`config.mk`:
```
export PLATFORM = sky130hd
export DESIGN_NAME = next_pc_unit
export DESIGN_NICKNAME = d
export VERILOG_FILES = /design/src/rtl/core_pkg.sv /design/src/rtl/branch_cond.sv /design/src/rtl/next_pc_unit.sv
export SDC_FILE = /design/constraint.sdc
export NUM_CORES = 1
export LEC_CHECK = 0
export ABC_AREA = 1
export BUFFER_PORTS_ARGS = -buffer_cell sky130_fd_sc_hd__buf_2
export CORE_ASPECT_RATIO = 1.4
export CORE_MARGIN = 4
export CORE_UTILIZATION = 30
export CTS_BUF_LIST = sky130_fd_sc_hd__clkbuf_4
export CTS_CLUSTER_DIAMETER = 150
export DETAILED_ROUTE_END_ITERATION = 8
export PLACE_DENSITY = 0.58
export SYNTH_ARGS = -nofsm -noshare
export SYNTH_HDL_FRONTEND = slang
export SYNTH_HIERARCHICAL = 1
export SYNTH_SLANG_ARGS = --single-unit
```
`constraint.sdc`:
```
create_clock -name clk -period 3.4 [get_ports clk]
set_clock_uncertainty 0.1 [all_clocks]
set_input_delay 0.68 -clock clk [delete_from_list [all_inputs] [get_ports clk]]
set_output_delay 0.68 -clock clk [all_outputs]
set_load 0.1 [all_outputs]
```
`src/rtl/core_pkg.sv`:
```
// Shared definitions for the next-PC logic: branch funct3 codes, FSM state
// encoding and default reset/trap vectors.
package core_pkg;

    localparam logic [2:0] BR_BEQ  = 3'b000;
    localparam logic [2:0] BR_BNE  = 3'b001;
    localparam logic [2:0] BR_BLT  = 3'b100;
    localparam logic [2:0] BR_BGE  = 3'b101;
    localparam logic [2:0] BR_BLTU = 3'b110;
    localparam logic [2:0] BR_BGEU = 3'b111;

    typedef enum logic {
        ST_RUN  = 1'b0,
        ST_TRAP = 1'b1
    } pc_state_t;

    localparam logic [31:0] DEFAULT_RESET_VECTOR = 32'h0000_0000;
    localparam logic [31:0] DEFAULT_TRAP_VECTOR  = 32'h0000_0100;

endpackage

```
`src/rtl/branch_cond.sv`:
```
// Branch condition resolver. The ALU has already been set up by decode
// (SUB for BEQ/BNE, SLT/SLTU for the ordered compares), so the only
// information needed is its zero flag: for SLT/SLTU a non-zero result
// means "less than".
module branch_cond
    import core_pkg::*;
(
    input  logic [2:0] br_funct3,
    input  logic       alu_zero,
    output logic       taken
);

    logic less;

    assign less = ~alu_zero;

    // Decode funct3 into a taken decision; reserved codes never branch.
    always_comb begin
        taken = 1'b0;
        case (br_funct3)
            BR_BEQ:  taken = alu_zero;
            BR_BNE:  taken = ~alu_zero;
            BR_BLT:  taken = less;
            BR_BGE:  taken = ~less;
            BR_BLTU: taken = less;
            BR_BGEU: taken = ~less;
            default: taken = 1'b0;
        endcase
    end

endmodule

```
`src/rtl/next_pc_unit.sv`:
```
// Program counter owner for the single-cycle core: resolves branches, JAL
// and JALR, traps on misaligned redirect targets (4-byte alignment, no
// compressed instructions) and counts retired instructions.
module next_pc_unit
    import core_pkg::*;
#(
    parameter int                     WORD_LENGTH  = 32,
    parameter logic [WORD_LENGTH-1:0] RESET_VECTOR = DEFAULT_RESET_VECTOR,
    parameter logic [WORD_LENGTH-1:0] TRAP_VECTOR  = DEFAULT_TRAP_VECTOR
) (
    input  logic                   clk,
    input  logic                   rst,
    input  logic                   stall,
    input  logic                   is_branch,
    input  logic                   is_jal,
    input  logic                   is_jalr,
    input  logic [2:0]             br_funct3,
    input  logic [WORD_LENGTH-1:0] imm,
    input  logic [WORD_LENGTH-1:0] rs1_data,
    input  logic                   alu_zero,
    output logic [WORD_LENGTH-1:0] pc,
    output logic [WORD_LENGTH-1:0] pc_plus4,
    output logic                   trap,
    output logic [WORD_LENGTH-1:0] mepc,
    output logic [63:0]            instret
);

    pc_state_t              state;
    pc_state_t              state_next;
    logic                   taken;
    logic                   redirect;
    logic                   misaligned;
    logic [WORD_LENGTH-1:0] pc_rel_target;
    logic [WORD_LENGTH-1:0] jalr_target;
    logic [WORD_LENGTH-1:0] target;
    logic [WORD_LENGTH-1:0] next_pc;

    branch_cond u_branch_cond (
        .br_funct3 (br_funct3),
        .alu_zero  (alu_zero),
        .taken     (taken)
    );

    assign pc_plus4      = pc + WORD_LENGTH'(4);
    assign pc_rel_target = pc + imm;
    assign jalr_target   = (rs1_data + imm) & ~WORD_LENGTH'(1);

    // Select the redirect target; JALR outranks JAL, which outranks a branch.
    always_comb begin
        target = pc_rel_target;
        if (is_jalr) begin
            target = jalr_target;
        end
    end

    assign redirect   = is_jalr | is_jal | (is_branch & taken);
    assign misaligned = redirect & (target[1:0] != 2'b00);
    assign next_pc    = redirect ? target : pc_plus4;

    // FSM state register.
    always_ff @(posedge clk) begin
        if (rst) begin
            state <= ST_RUN;
        end else begin
            state <= state_next;
        end
    end

    // FSM next-state: a misaligned redirect enters TRAP, TRAP lasts one unstalled cycle.
    always_comb begin
        state_next = state;
        if (!stall) begin
            case (state)
                ST_RUN:  state_next = misaligned ? ST_TRAP : ST_RUN;
                ST_TRAP: state_next = ST_RUN;
                default: state_next = ST_RUN;
            endcase
        end
    end

    // FSM output: trap is visible for the whole time the FSM sits in TRAP.
    always_comb begin
        trap = (state == ST_TRAP);
    end

    // PC, mepc and retired-count update; nothing moves while stalled or trapping.
    always_ff @(posedge clk) begin
        if (rst) begin
            pc      <= RESET_VECTOR;
            mepc    <= '0;
            instret <= '0;
        end else if (!stall && state == ST_RUN) begin
            if (misaligned) begin
                pc   <= TRAP_VECTOR;
                mepc <= pc;
            end else begin
                pc      <= next_pc;
                instret <= instret + 64'd1;
            end
        end
    end

endmodule

```
==> impl_metrics.tcl <==
set metrics [dict create \
    status "completed" \
    drive_gt1_share_pct 16.31 \
    ys_seq_area_share_pct 20.61 \
    ys_ff_latch 129 \
    clkTransAtPathRegs_ns 0.15 \
    clock_power_share_pct 24.9 \
    grt_first_pass_wirelength_mm 82.66 \
    root_buffer "clkbuf_4" \
    vias_per_cell 4.932 \
    syn_area_per_cell_um2 5.562 \
    seqPwrFrac_pct 32.5 \
    gr-total-overflow 0 \
    final_nets 2640 \
    grt_pass1_vias 14980 \
    synth_compound_area_share_pct 11.27 \
    power.density_mw_per_mm2 330.1 \
    synth_xor_area_share_pct 3.555 \
    p_leak_nw 7.985 \
    antenna_found_initial 1 \
    hp-class "input port to flop" \
    rr_worst_depth 13 \
    syn2layout_area_growth_pct 21.91 \
    fin_total_pwr_mw 5.043 \
    clk_latency_ns 0.62 \
    cp_cell_sequence "inv_1, nor4_2, nand2_1, nor2_1, nand3_1, nand2_1, inv_1, buf_12" \
    power.internal_mw 2.681 \
    die_w_um 180.7 \
    p_sw_mw 2.362 \
    synth_top_area_share_pct 23.66 \
    critPathKind "flop to output port" \
    setup_viol 0 \
    synthTopCellsByArea "nand2_1 24%, dfxtp_1 21%, inv_1 11%" \
    syn_inst 2253 \
    critPathSlowestCell "dfxtp_4" \
    synth_cell_types 45 \
    syn-cell-area_mm2 0.01253 \
    io_pins 235 \
    post-route-period-util_pct 97.80 \
    yosysTopAreaCell "nand2_1" \
    synth-edff-count 0 \
    tightest_slew_ns 0.9627 \
    relSlewSlack_pct 35.82 \
    synthAdderAreaFrac_pct 6.610 \
    cts_hold_buf 0 \
    rsz0062_at_grt "true" \
    final_hold_viol_count 0 \
    cap_viol_max_count 0 \
    syn_nets 2392 \
    postRouteAntennaNets 0 \
    synth_mux_area_share_pct 0 \
    maxSlewViolCount 0 \
    worstPathRequired_ns 2.62 \
    dp_hpwl_mm 45.90 \
    drc_errors 0 \
    vias 15070 \
    critical_path.top_delay_family "simple AND/OR/NAND/NOR gates" \
    worst-path-max-fanout 7 \
    max_freq_mhz 300.7 \
    dr.pass1.iters 7 \
    cp-start-kind "flop" \
    wire_per_inst_um 18.02 \
    setup_tns_ns 0 \
    wirelength_mm 55.07 \
    initial_core_util_pct 30.35 \
    cts_tree "built" \
    drtIter0Drc 873 \
    htree_levels 4 \
    routabilityCongestion 0.9656 \
    grt.total_usage_pct 23.44 \
    cp-end-kind "output port" \
    clockBufferDepth 2 \
    whs_path_depth 3 \
    synth_top_family_by_area "simple AND/OR/NAND/NOR gates" \
    dieArea_mm2 0.04515 \
    synthSimpleGateAreaFrac_pct 44.93 \
    max_stage_delay_ns 0.44 \
    synthTopCellsByCount "790 x nand2_1, 373 x inv_1, 218 x nor2_1, 167 x a21oi_1, 149 x nand3_1" \
    portBuffers 234 \
    die_h_um 249.8 \
    pwr-share-comb_pct 42.6 \
    cp.arrival_ns 2.55 \
    path_depth 8 \
    yosysMostFrequentCell "nand2_1" \
    core_area_mm2 0.04129 \
    yosys_most_used_dff "dfxtp_1" \
    grt_max_degree 72 \
    vdd_drop_max_v 0.0002068 \
    cts.sinks 129 \
    fin_crit_ns 3.325 \
    power.share.switching_pct 46.84 \
    cts_buffers 17 \
    path_buf_inv 3 \
    async_reset_ff_share_pct 0 \
    rows 88 \
    synth_warnings 6 \
]
## cell type report
| class | count | area, um2 |
|---|---|---|
| fill | 4668 | 26010 |
| multi-input combinational | 1694 | 8556 |
| sequential | 129 | 2611 |
| timing repair buffer | 279 | 1679 |
| inverter | 380 | 1426 |
| tap | 540 | 675.6 |
| clock inverter | 14 | 187.7 |
| clock buffer | 18 | 135.1 |
| antenna | 2 | 5.005 |
## sequential cells by signal, summed over array words and instances, names as in the netlist
register / count
pc: 32
instret: 64
mepc: 32
trap: 1
## per-layer routing
| metal | track usage (%) | wire, um | up-vias |
|---|---|---|---|
| met1 | 23.64 | 19950 | 6866 |
| met4 | 13.34 | 3509 | 0 |
| met3 | 3.718 | 2702 | 140 |
| met2 | 45.04 | 28910 | 490 |
| li1 | - | - | 7575 |
| met5 | 0 | 0 | - |
## per-stage QoR
step	hold WS, ns	cell area, um2	setup WS, ns	cells	util (%)
2_1_floorplan	0.6156	12610	0.001038	2253	-
3_3_place_gp	0.3644	14670	0.1404	3017	35.52
3_5_place_dp	0.3635	14670	0.1244	3017	35.52
4_1_cts	0.1852	15170	-0.03417	3054	36.75
5_1_grt	0.1981	15280	-0.06934	3056	37.00
6_report	0.2320	15280	0.07485	3056	37.00
## layout by cell type, fill, tap and decap left out, types with 9 or more instances in the layout
cell      count
nand2_1     787
inv_1       373
buf_2       215
nor2_1      214
a21oi_1     167
nand3_1     149
dfxtp_1     116
o21ai_0      72
ha_1         62
buf_4        48
nor3_1       39
nand4_1      29
xor2_1       25
clkbuf_4     20
xnor2_1      15
nor2_4       11
o211ai_1     11
nor4_1       10
or2_2        10
nor3_2        9
## worst register-to-register path: cells and delay by family (launching register included)
family / cells / cell delay (ns)
and+or+nand+nor: 9 / 1.16
DFF: 1 / 0.46
adders and majority gates: 2 / 0.68
buffers and inverters: 2 / 0.24
## path summary, 6_finish.rpt
kind	startpoint	end	slack, ns
setup / recovery	pc[12]	pc_plus4[20]	0.07
hold / removal	stall	trap	0.23
setup reg to reg	pc[0]	instret[44]	0.61
hold reg to reg	trap	trap	0.38
## kinds of logic after synthesis
group           after synthesis
flops                       129
xor+xnor                     50
compound gates              268
fa+ha+maj                    65
buf+inv                     430
simple gates               1311
## repair_timing
| action | in CTS | in global routing |
|---|---|---|
| gates cloned | 0 | 0 |
| buffers inserted | 5 | 0 |
| resized for setup | 36 | 22 |
| pin swaps | 2 | 4 |
| setup endpoints to repair | 23 | 13 |
## power groups by stage
stage / Combinational, mW / Sequential [mW] / Clock [mW]
global route: 2.32 / 1.65 / 1.34
finish: 2.15 / 1.64 / 1.26
global placement: 2.10 / 1.67 / 0
floorplan: 1.05 / 2.15 / 0
CTS: 2.14 / 1.64 / 1.28
detailed placement: 2.11 / 1.68 / 0
(Power assumes the default switching activity.)
